### config.mk
export PLATFORM = sky130hd
export DESIGN_NAME = sid_bus_master_flat
export DESIGN_NICKNAME = d
export VERILOG_FILES = /design/src/rtl/sid_pkg.sv /design/src/rtl/sid_bus_master_if.sv /design/src/rtl/sid_cmd_fifo.sv /design/src/rtl/sid_bus_master.sv /design/src/flat_wrapper.sv
export SDC_FILE = /design/constraint.sdc
export NUM_CORES = 1
export LEC_CHECK = 0
export BUFFER_PORTS_ARGS = -buffer_cell sky130_fd_sc_hd__buf_2
export CORE_ASPECT_RATIO = 1.25
export CORE_UTILIZATION = 45
export CTS_CLUSTER_DIAMETER = 30
export DETAILED_ROUTE_END_ITERATION = 10
export GPL_TIMING_DRIVEN = 0
export SLEW_MARGIN = 10
export SYNTH_ARGS = -nofsm -noshare
export SYNTH_HDL_FRONTEND = slang
export SYNTH_SLANG_ARGS = --single-unit
### constraint.sdc
create_clock -name clk -period 8.25 [get_ports clk]
set_input_delay 0.825 -clock clk [delete_from_list [all_inputs] [get_ports clk]]
set_output_delay 0.825 -clock clk [all_outputs]
set_load 0.01 [all_outputs]
### src/rtl/sid_pkg.sv
// Shared definitions for the SID bus master: register map, command packing
// width and the issue FSM encoding.
package sid_pkg;

  localparam int FIFO_AW_DEF = 4;
  localparam int DLY_W_DEF   = 16;

  localparam logic [4:0] V1_FREQ_LO = 5'h00, V1_FREQ_HI = 5'h01, V1_PW_LO = 5'h02,
                         V1_PW_HI   = 5'h03, V1_CTRL    = 5'h04, V1_AD    = 5'h05,
                         V1_SR      = 5'h06;
  localparam logic [4:0] V2_FREQ_LO = 5'h07, V2_FREQ_HI = 5'h08, V2_PW_LO = 5'h09,
                         V2_PW_HI   = 5'h0A, V2_CTRL    = 5'h0B, V2_AD    = 5'h0C,
                         V2_SR      = 5'h0D;
  localparam logic [4:0] V3_FREQ_LO = 5'h0E, V3_FREQ_HI = 5'h0F, V3_PW_LO = 5'h10,
                         V3_PW_HI   = 5'h11, V3_CTRL    = 5'h12, V3_AD    = 5'h13,
                         V3_SR      = 5'h14;
  localparam logic [4:0] FC_LO = 5'h15, FC_HI = 5'h16, RES_FILT = 5'h17, MODE_VOL = 5'h18;
  localparam logic [4:0] POTX = 5'h19, POTY = 5'h1A, OSC3 = 5'h1B, ENV3 = 5'h1C;

  // Queued command layout is {rd, addr[4:0], data[7:0], delay[dly_w-1:0]}.
  function automatic int cmd_width(input int dly_w);
    return 1 + 5 + 8 + dly_w;
  endfunction

  localparam int CMD_W_DEF = cmd_width(DLY_W_DEF);

  typedef enum logic [1:0] {
    ST_IDLE  = 2'd0,
    ST_WAIT  = 2'd1,
    ST_ISSUE = 2'd2
  } state_e;

endpackage

### src/rtl/sid_bus_master_if.sv
// Host command / read response / SID register port bundle.
interface sid_bus_master_if
  import sid_pkg::*;
#(
  parameter int DLY_W = DLY_W_DEF
);
  logic             cmd_valid;
  logic             cmd_ready;
  logic             cmd_rd;
  logic [4:0]       cmd_addr;
  logic [7:0]       cmd_data;
  logic [DLY_W-1:0] cmd_delay;
  logic             rsp_valid;
  logic [7:0]       rsp_data;
  logic             sid_we;
  logic [4:0]       sid_addr;
  logic [7:0]       sid_wdata;
  logic [7:0]       sid_rdata;

  modport master (
    input  cmd_valid, cmd_rd, cmd_addr, cmd_data, cmd_delay, sid_rdata,
    output cmd_ready, rsp_valid, rsp_data, sid_we, sid_addr, sid_wdata
  );

  modport slave (
    output cmd_valid, cmd_rd, cmd_addr, cmd_data, cmd_delay, sid_rdata,
    input  cmd_ready, rsp_valid, rsp_data, sid_we, sid_addr, sid_wdata
  );
endinterface

### src/rtl/sid_cmd_fifo.sv
// Single-clock command FIFO with show-ahead head; pointers carry one extra
// wrap bit so full/empty are distinguished without a counter.
module sid_cmd_fifo #(
  parameter int AW = 4,
  parameter int W  = 30
) (
  input  logic          clk,
  input  logic          reset,
  input  logic          flush,
  input  logic          push,
  input  logic [W-1:0]  din,
  input  logic          pop,
  output logic [W-1:0]  dout,
  output logic          empty,
  output logic          full,
  output logic [AW:0]   level
);
  localparam int DEPTH = 1 << AW;

  logic [W-1:0] mem_q [DEPTH];
  logic [AW:0]  wr_ptr_q;
  logic [AW:0]  rd_ptr_q;
  logic         do_push;
  logic         do_pop;

  assign do_push = push && !full && !flush;
  assign do_pop  = pop && !empty && !flush;

  always_ff @(posedge clk) begin
    if (reset || flush) begin
      wr_ptr_q <= '0;
      rd_ptr_q <= '0;
    end else begin
      if (do_push) wr_ptr_q <= wr_ptr_q + (AW+1)'(1);
      if (do_pop)  rd_ptr_q <= rd_ptr_q + (AW+1)'(1);
    end
  end

  always_ff @(posedge clk) begin
    if (do_push && !reset) mem_q[wr_ptr_q[AW-1:0]] <= din;
  end

  assign dout  = mem_q[rd_ptr_q[AW-1:0]];
  assign empty = (wr_ptr_q == rd_ptr_q);
  assign full  = (wr_ptr_q[AW] != rd_ptr_q[AW]) && (wr_ptr_q[AW-1:0] == rd_ptr_q[AW-1:0]);
  assign level = wr_ptr_q - rd_ptr_q;
endmodule

### src/rtl/sid_bus_master.sv
// SID register bus initiator: queues host commands and issues each one to the
// SID port after its delay in ce_1m ticks, returning read data on a strobe.
module sid_bus_master
  import sid_pkg::*;
#(
  parameter int FIFO_AW = FIFO_AW_DEF,
  parameter int DLY_W   = DLY_W_DEF
) (
  input  logic                 clk,
  input  logic                 reset,
  input  logic                 ce_1m,
  input  logic                 flush,
  sid_bus_master_if.master     bus,
  output logic                 busy,
  output logic [FIFO_AW:0]     level
);
  localparam int CW = cmd_width(DLY_W);

  logic [CW-1:0]    fifo_din;
  logic [CW-1:0]    fifo_dout;
  logic             fifo_empty;
  logic             fifo_full;
  logic             fifo_push;
  logic             fifo_pop;
  logic             head_rd;
  logic [4:0]       head_addr;
  logic [7:0]       head_data;
  logic [DLY_W-1:0] head_delay;

  state_e           state_q;
  logic [DLY_W-1:0] cnt_q;
  logic             cur_rd_q;
  logic [4:0]       cur_addr_q;
  logic [7:0]       cur_data_q;
  logic             sid_we_q;
  logic [4:0]       sid_addr_q;
  logic [7:0]       sid_wdata_q;
  logic             rsp_valid_q;
  logic [7:0]       rsp_data_q;

  assign bus.cmd_ready = !fifo_full && !reset;
  assign fifo_push     = bus.cmd_valid && bus.cmd_ready && !flush;
  assign fifo_din      = {bus.cmd_rd, bus.cmd_addr, bus.cmd_data, bus.cmd_delay};
  assign fifo_pop      = (state_q == ST_IDLE) && !fifo_empty && !flush;
  assign {head_rd, head_addr, head_data, head_delay} = fifo_dout;

  sid_cmd_fifo #(.AW(FIFO_AW), .W(CW)) u_fifo (
    .clk   (clk),
    .reset (reset),
    .flush (flush),
    .push  (fifo_push),
    .din   (fifo_din),
    .pop   (fifo_pop),
    .dout  (fifo_dout),
    .empty (fifo_empty),
    .full  (fifo_full),
    .level (level)
  );

  always_ff @(posedge clk) begin
    if (reset) begin
      state_q     <= ST_IDLE;
      cnt_q       <= '0;
      cur_rd_q    <= 1'b0;
      cur_addr_q  <= '0;
      cur_data_q  <= '0;
      sid_we_q    <= 1'b0;
      sid_addr_q  <= '0;
      sid_wdata_q <= '0;
      rsp_valid_q <= 1'b0;
      rsp_data_q  <= '0;
    end else begin
      sid_we_q    <= 1'b0;
      rsp_valid_q <= 1'b0;
      // A read in progress completes even when a flush arrives in its slot.
      if (state_q == ST_ISSUE && cur_rd_q) begin
        rsp_data_q  <= bus.sid_rdata;
        rsp_valid_q <= 1'b1;
      end
      if (flush) begin
        state_q <= ST_IDLE;
        cnt_q   <= '0;
      end else begin
        case (state_q)
          ST_IDLE: begin
            if (!fifo_empty) begin
              cur_rd_q   <= head_rd;
              cur_addr_q <= head_addr;
              cur_data_q <= head_data;
              cnt_q      <= head_delay;
              state_q    <= ST_WAIT;
            end
          end
          ST_WAIT: begin
            if (ce_1m) begin
              if (cnt_q == '0) begin
                state_q    <= ST_ISSUE;
                sid_we_q   <= !cur_rd_q;
                sid_addr_q <= cur_addr_q;
                if (!cur_rd_q) sid_wdata_q <= cur_data_q;
              end else begin
                cnt_q <= cnt_q - DLY_W'(1);
              end
            end
          end
          ST_ISSUE: state_q <= ST_IDLE;
          default:  state_q <= ST_IDLE;
        endcase
      end
    end
  end

  assign bus.sid_we    = sid_we_q;
  assign bus.sid_addr  = sid_addr_q;
  assign bus.sid_wdata = sid_wdata_q;
  assign bus.rsp_valid = rsp_valid_q;
  assign bus.rsp_data  = rsp_data_q;
  assign busy          = !fifo_empty || (state_q != ST_IDLE);
endmodule

### src/flat_wrapper.sv
// flat-port wrapper written by rule: the top's interface ports become plain ports
module sid_bus_master_flat import sid_pkg::*;
#(
  parameter int FIFO_AW = FIFO_AW_DEF,
  parameter int DLY_W   = DLY_W_DEF
)
  (clk, reset, ce_1m, flush, busy, level, bus_cmd_valid, bus_cmd_rd, bus_cmd_addr, bus_cmd_data, bus_cmd_delay, bus_sid_rdata, bus_cmd_ready, bus_rsp_valid, bus_rsp_data, bus_sid_we, bus_sid_addr, bus_sid_wdata);
  sid_bus_master_if #(.DLY_W(DLY_W)) bus_i ();
  input  logic clk;
  input  logic reset;
  input  logic ce_1m;
  input  logic flush;
  output logic busy;
  output logic [FIFO_AW:0] level;
  input wire logic [$bits(bus_i.cmd_valid)-1:0] bus_cmd_valid;
  input wire logic [$bits(bus_i.cmd_rd)-1:0] bus_cmd_rd;
  input wire logic [$bits(bus_i.cmd_addr)-1:0] bus_cmd_addr;
  input wire logic [$bits(bus_i.cmd_data)-1:0] bus_cmd_data;
  input wire logic [$bits(bus_i.cmd_delay)-1:0] bus_cmd_delay;
  input wire logic [$bits(bus_i.sid_rdata)-1:0] bus_sid_rdata;
  output wire logic [$bits(bus_i.cmd_ready)-1:0] bus_cmd_ready;
  output wire logic [$bits(bus_i.rsp_valid)-1:0] bus_rsp_valid;
  output wire logic [$bits(bus_i.rsp_data)-1:0] bus_rsp_data;
  output wire logic [$bits(bus_i.sid_we)-1:0] bus_sid_we;
  output wire logic [$bits(bus_i.sid_addr)-1:0] bus_sid_addr;
  output wire logic [$bits(bus_i.sid_wdata)-1:0] bus_sid_wdata;
  assign bus_i.cmd_valid = bus_cmd_valid;
  assign bus_i.cmd_rd = bus_cmd_rd;
  assign bus_i.cmd_addr = bus_cmd_addr;
  assign bus_i.cmd_data = bus_cmd_data;
  assign bus_i.cmd_delay = bus_cmd_delay;
  assign bus_i.sid_rdata = bus_sid_rdata;
  assign bus_cmd_ready = bus_i.cmd_ready;
  assign bus_rsp_valid = bus_i.rsp_valid;
  assign bus_rsp_data = bus_i.rsp_data;
  assign bus_sid_we = bus_i.sid_we;
  assign bus_sid_addr = bus_i.sid_addr;
  assign bus_sid_wdata = bus_i.sid_wdata;
  sid_bus_master #(.FIFO_AW(FIFO_AW), .DLY_W(DLY_W)) u_core (.clk(clk), .reset(reset), .ce_1m(ce_1m), .flush(flush), .bus(bus_i), .busy(busy), .level(level));
endmodule
==> metrics.cfg, run 1 <==
[clocking]
cts_setup_buffers=0
cts_tree=done
cts_hold_buf=0
cts_resized=0
cts_buffers=97
clock-sinks=549
clockBufferDepth=3
htreeDepth=3
clockRootBuffer=clkbuf_16
clkLatencyLatePin_ns=0.63
clkTransAtPathRegs_ns=0.05

[global_routing]
grt_max_degree=19
grt_overflow=0
antenna_found_initial=1
track_usage_pct=23.33
grt_pass1_vias=11900
grt_pass1_wl_mm=79.61

[worst_setup_path]
crit_arrival_ns=3.84
worstPathMaxFanout=8
start_kind=input port
crit_type=input port to flip-flop
critPathRequiredTime_ns=8.58
cp-end-kind=flip-flop

[power_and_ir_drop]
pwr-share-seq_pct=41.3
p_clk_share_pct=54.1
switching_share_pct=21.87
power.switching_mw=1.615
p_per_area_nw_per_um2=278.0
max-vdd-ir-drop_mv=0.1999
p_int_mw=5.769
power_frac_comb_pct=4.6
leakagePower_nw=8.714

[drt]
ant_nets=0
first_pass_iters=5
wl_mm=55.09
wire_per_inst_um=26.91
post-route-drc-count=0
avgViaCountPerCell=5.595
drt_iter0_markers=927
dr_total_vias=11450

[sta]
fmax_mhz=284.9
rsz0062_at_grt=no
fin_crit_sh_pct=42.54
max_slew.worst_pin.slew_ns=1.039
fin_setup_tns_ns=0
clock_skew_ns=0.02086
hold_viol_final=0
min_period_ns=3.510
maxSlewHeadroom_pct=30.70
fin_hold_ws_ns=0.4337
setup_violations=0
finalMaxSlewViolations=0

[yosys]
synth_nets=1183
synthTopCellsByArea=edfxtp_1 (67%), mux4_2 (13%), dfxtp_1 (6.4%), mux2i_1 (1.6%), nor2_1 (1.2%)
ys_warn_count=0
synth_edf_count=480
synth_top_cell_by_area=edfxtp_1
synthCells=1128
synth.most_common_cell=edfxtp_1
ys_async_sr_fraction_pct=0
synth_cell_types=64
ys_seq_area_share_pct=73.55
syn_area_um2=21480
synth_top_cell_area_share_pct=67.11
synthFlopType=edfxtp_1
ys_seq_elements=549
synth_common_cells=edfxtp_1 (480), mux4_2 (122), dfxtp_1 (69), nor2_1 (68), nand2_1 (45)
avgSynthCellArea_um2=19.04

[floorplan]
dieHeight_um=246.3
rows=89
start_util_pct=45.59
core_area_um2=47100
die-width_um=197.4
die_area_um2=48610
ios=73

[cells_and_area]
final_area_um2=26560
drive_gt1_share_pct=33.48
diodes=0
fillers=3600
syn_to_final_growth_pct=23.69
stdcell_count=2047
finalNetCount=1384

[placement]
dpl.cell_count=1867
place_hpwl_mm=35.46
dpl-instance-area_um2=23240
gp_congestion=0.9342
numPortBuffers=71

[outcome]
status=completed

[hold_path]
hp-class=input port to flip-flop

[run]
max_cap_viol_count=0

-- worst max-delay path, cell delays in order --
cell and delay (ns):
clkbuf_1 0.24, nor2_1 0.65, o2111ai_1 0.61, nor3_2 0.76, buf_4 0.33, buf_4 0.24
buf_6 0.17
-- worst paths after layout --
kind	end	cells past startpoint	start	slack, ns
max	u_core.u_fifo.mem_q[3][24]	7	flush	4.74
min	u_core.bus.rsp_data[2]	3	bus_sid_rdata[2]	0.43
max reg2reg	u_core.u_fifo.mem_q[1][28]	10	u_core.u_fifo.wr_ptr_q[0]	4.87
min reg2reg	u_core.cur_addr_q[3]	2	u_core.cur_addr_q[3]	0.46
-- per-layer routing --
layer | track usage [%] | vias to the layer above | wire length [um]
met2 | 41.09 | 318 | 29190
li1 | - | 5017 | -
met5 | 0 | - | 10
met1 | 28.74 | 6014 | 21840
met4 | 9.394 | 2 | 1620
met3 | 3.491 | 101 | 2435
-- stage by stage --
step           setup WS [ns]  total power, mW  utilization (%)
2_1_floorplan          3.921            3.314                -
5_1_grt                4.774            7.579            56.39
3_3_place_gp          0.5136            3.439            48.04
3_5_place_dp           4.127            3.445            49.33
6_report               4.740            7.384            56.39
4_1_cts                4.759            7.435            56.39
-- power by group through the flow --
stage / Sequential, mW / Clock (mW) / Combinational, mW
2_1_floorplan: 3.10 / 0 / 0.213
3_3_place_gp: 3.10 / 0 / 0.335
3_5_place_dp: 3.10 / 0 / 0.341
4_1_cts: 3.05 / 4.04 / 0.343
5_1_grt: 3.05 / 4.16 / 0.366
6_report: 3.05 / 3.99 / 0.340
-- area by class of cell --
type | instances | area, um2 | share of cell area [%]
inverter | 14 | 52.55 | 0.1978
multi-input combinational | 503 | 5401 | 20.33
tap | 637 | 797.0 | 3.000
clock inverter | 69 | 765.7 | 2.883
buffer | 62 | 339.1 | 1.276
timing repair buffer | 102 | 850.8 | 3.203
sequential | 549 | 15800 | 59.46
clock buffer | 111 | 2562 | 9.646
-- cell usage in the layout, fill, tap and decap left out, types with 9 or more instances in the layout --
cell type,n
ha_1,11
inv_1,14
nor2b_1,14
o21ai_0,14
mux2_2,19
edfxtp_1,480
buf_2,92
mux4_2,122
nor2_4,12
nand3_1,10
nor3_1,17
o22ai_1,10
a31oi_1,9
a21oi_1,24
nand2_1,45
clkbuf_1,26
clkbuf_16,99
buf_4,17
bufinv_16,11
buf_6,13
nor2_1,56
clkinv_2,15
dfxtp_1,69
xnor2_1,9
a211oi_1,9
mux2i_1,35
clkinvlp_4,12
-- registers in the layout, indices dropped and copies added, names as in the netlist, named ones only --
| signal | cells |
|---|---|
| u_core.u_fifo.mem_q | 480 |
| u_core.cnt_q | 16 |
| u_core.bus.rsp_data | 8 |
| u_core.bus.sid_wdata | 8 |
| u_core.cur_data_q | 8 |
| u_core.bus.sid_addr | 5 |
| u_core.cur_addr_q | 5 |
| u_core.u_fifo.rd_ptr_q | 5 |
| u_core.u_fifo.wr_ptr_q | 5 |
| u_core.state_q | 2 |
| u_core.bus.rsp_valid | 1 |
| u_core.bus.sid_we | 1 |
| u_core.cur_rd_q | 1 |
-- cell families after synthesis --
group                      Yosys count  share of synthesized area, %
DFF                                549                         73.54
and+or+nand+nor                    202                         4.690
muxes                              176                         15.42
AOI/OAI and AO/OA                  101                         3.268
buffers and inverters               76                         1.818
xor gates and xnor gates            12                        0.5244
adders and majority gates           12                        0.7340
No activity file was read; power rests on OpenSTA's default activity.
==> inputs of run 2 (changes only) <==
==> constraint.sdc (replaced) <==
create_clock -name clk -period 3.6 [get_ports clk]
set_input_delay 0.36 -clock clk [delete_from_list [all_inputs] [get_ports clk]]
set_output_delay 0.36 -clock clk [all_outputs]
set_load 0.01 [all_outputs]
==> run 2 against run 1 <==
Compared with the run above: register-to-register slack lost 4.4 ns; total power grew 130%; final cell count grew 0.29%; clock power grew 130%; sequential power grew 130%; global-route usage grew 0.15 points; critical path depth grew 1; combinational power grew 130%; clock skew grew 0.0045 ns; sequential cell count is the same; critical path type is now flip-flop to flip-flop.
==> metrics.cfg, run 2 (same netlist as run 1, synthesis figures left out) <==
[power_and_ir_drop]
leakagePower_nw=8.806
max-vdd-ir-drop_mv=0.4815
p_per_area_nw_per_um2=632.2

[placement]
dpl.cell_count=1867
numPortBuffers=71
dpl-instance-area_um2=23510
place_hpwl_mm=35.92
gp_congestion=0.9125

[clocking]
cts_tree=done
clock-sinks=549
clkLatencyLatePin_ns=0.63
clockRootBuffer=clkbuf_16
clkTransAtPathRegs_ns=0.06
cts_buffers=95
htreeDepth=3
cts_setup_buffers=0
clockBufferDepth=3

[sta]
fmax_mhz=323.2
fin_crit_sh_pct=85.93
hold_viol_final=0
setup_violations=0
fin_setup_tns_ns=0
clock_skew_ns=0.02535
maxSlewHeadroom_pct=13.27
fin_hold_ws_ns=0.1078
finalMaxSlewViolations=0
max_slew.worst_pin.slew_ns=1.301
min_period_ns=3.094
rsz0062_at_grt=no

[cells_and_area]
drive_gt1_share_pct=33.00
final_area_um2=26940
largest_register_ffs=480
stdcell_count=2053
layout_commonest_cell=edfxtp_1
fin_util_pct=57.19
finalNetCount=1390
syn_to_final_growth_pct=25.42
final_cell_mix=edfxtp_1 (480), mux4_2 (122), clkbuf_16 (98), buf_2 (92), dfxtp_1 (69)

[worst_setup_path]
crit_arrival_ns=3.40
crit_type=flip-flop to flip-flop
critPathRequiredTime_ns=3.90
cp-end-kind=flip-flop
start_kind=flip-flop
worstPathMaxFanout=16

[drt]
post-route-drc-count=0
first_pass_iters=5
wl_mm=55.02
dr_total_vias=11600
avgViaCountPerCell=5.652
ant_nets=0
drt_iter0_markers=954
wire_per_inst_um=26.80

[hold_path]
hp-class=input port to flip-flop

[floorplan]
ios=73
rows=89
dieHeight_um=246.3
core_area_um2=47100
die-width_um=197.4
start_util_pct=45.59
die_area_um2=48610

[global_routing]
grt_pass1_wl_mm=80.13
antenna_found_initial=2
grt_overflow=0
grt_pass1_vias=12030
grt_max_degree=17
track_usage_pct=23.48

[run]
max_cap_viol_count=0

[outcome]
status=completed

==> run 2: cell count changes in the layout (fill, tap and decap cells not counted), moves of 5 or more <==
cell,change
clkinv_2,-5
buf_16,+12
inv_6,+6
buf_4,-10
buf_6,-6
dlygate4sd3_1,+8
==> run 2: cell type report <==
cell class	count	area (um2)
timing repair buffer	110	1179
fill	3559	20170
clock buffer	109	2494
clock inverter	68	853.3
buffer	62	337.8
antenna	1	2.502
tap	637	797.0
multi-input combinational	503	5426
sequential	549	15800
inverter	14	52.55
==> run 2: path summary, 6_finish.rpt <==
| check | slack (ns) | cells after the start | endpoint | from |
|---|---|---|---|---|
| worst min register to register | 0.46 | 2 | u_core.cur_addr_q[3] | u_core.cur_addr_q[3] |
| worst min-delay path | 0.11 | 1 | u_core.u_fifo.mem_q[13][0] | bus_cmd_delay[0] |
| worst max register to register | 0.51 | 8 | u_core.u_fifo.mem_q[4][24] | u_core.u_fifo.wr_ptr_q[0] |
| worst max-delay path | 0.51 | 8 | u_core.u_fifo.mem_q[4][24] | u_core.u_fifo.wr_ptr_q[0] |
==> run 2: report_power, final <==
part	switching (mW)	internal [mW]	total [mW]
logic	0.467	0.317	0.784
registers	0.0272	6.96	6.99
clock network	3.25	6.00	9.26
total	3.75	13.3	17.0
==> run 2: timing repair <==
action	4_1_cts	5_1_grt
gates resized for setup	0	0
hold buffers	8	0
hold endpoints to repair	8	0
==> run 2: critical path, cell delays in order (launching register included) <==
cell     delay (ns)
dfxtp_1        0.39
inv_1          0.12
ha_1           0.35
nand4_1        0.18
o21ai_1        0.18
nor2_1         0.24
nand2_1        0.29
nor2_4         0.74
buf_12         0.26
==> run 2: per-layer routing <==
layer,global-route usage (%),up-vias,part of all wire [%]
li1,-,5038,-
met1,28.97,6081,39
met2,39.94,372,52
met3,4.066,110,5.2
met4,11.58,2,4.1
met5,0,-,0.015
==> run 2: metrics by stage <==
step / setup WS (ns) / total power [mW]
floorplan: 0.5388 / 7.595
global placement: -1.947 / 7.877
detailed placement: 0.4118 / 7.893
CTS: 0.4963 / 17.17
global route: 0.3195 / 17.52
finish: 0.5064 / 17.03
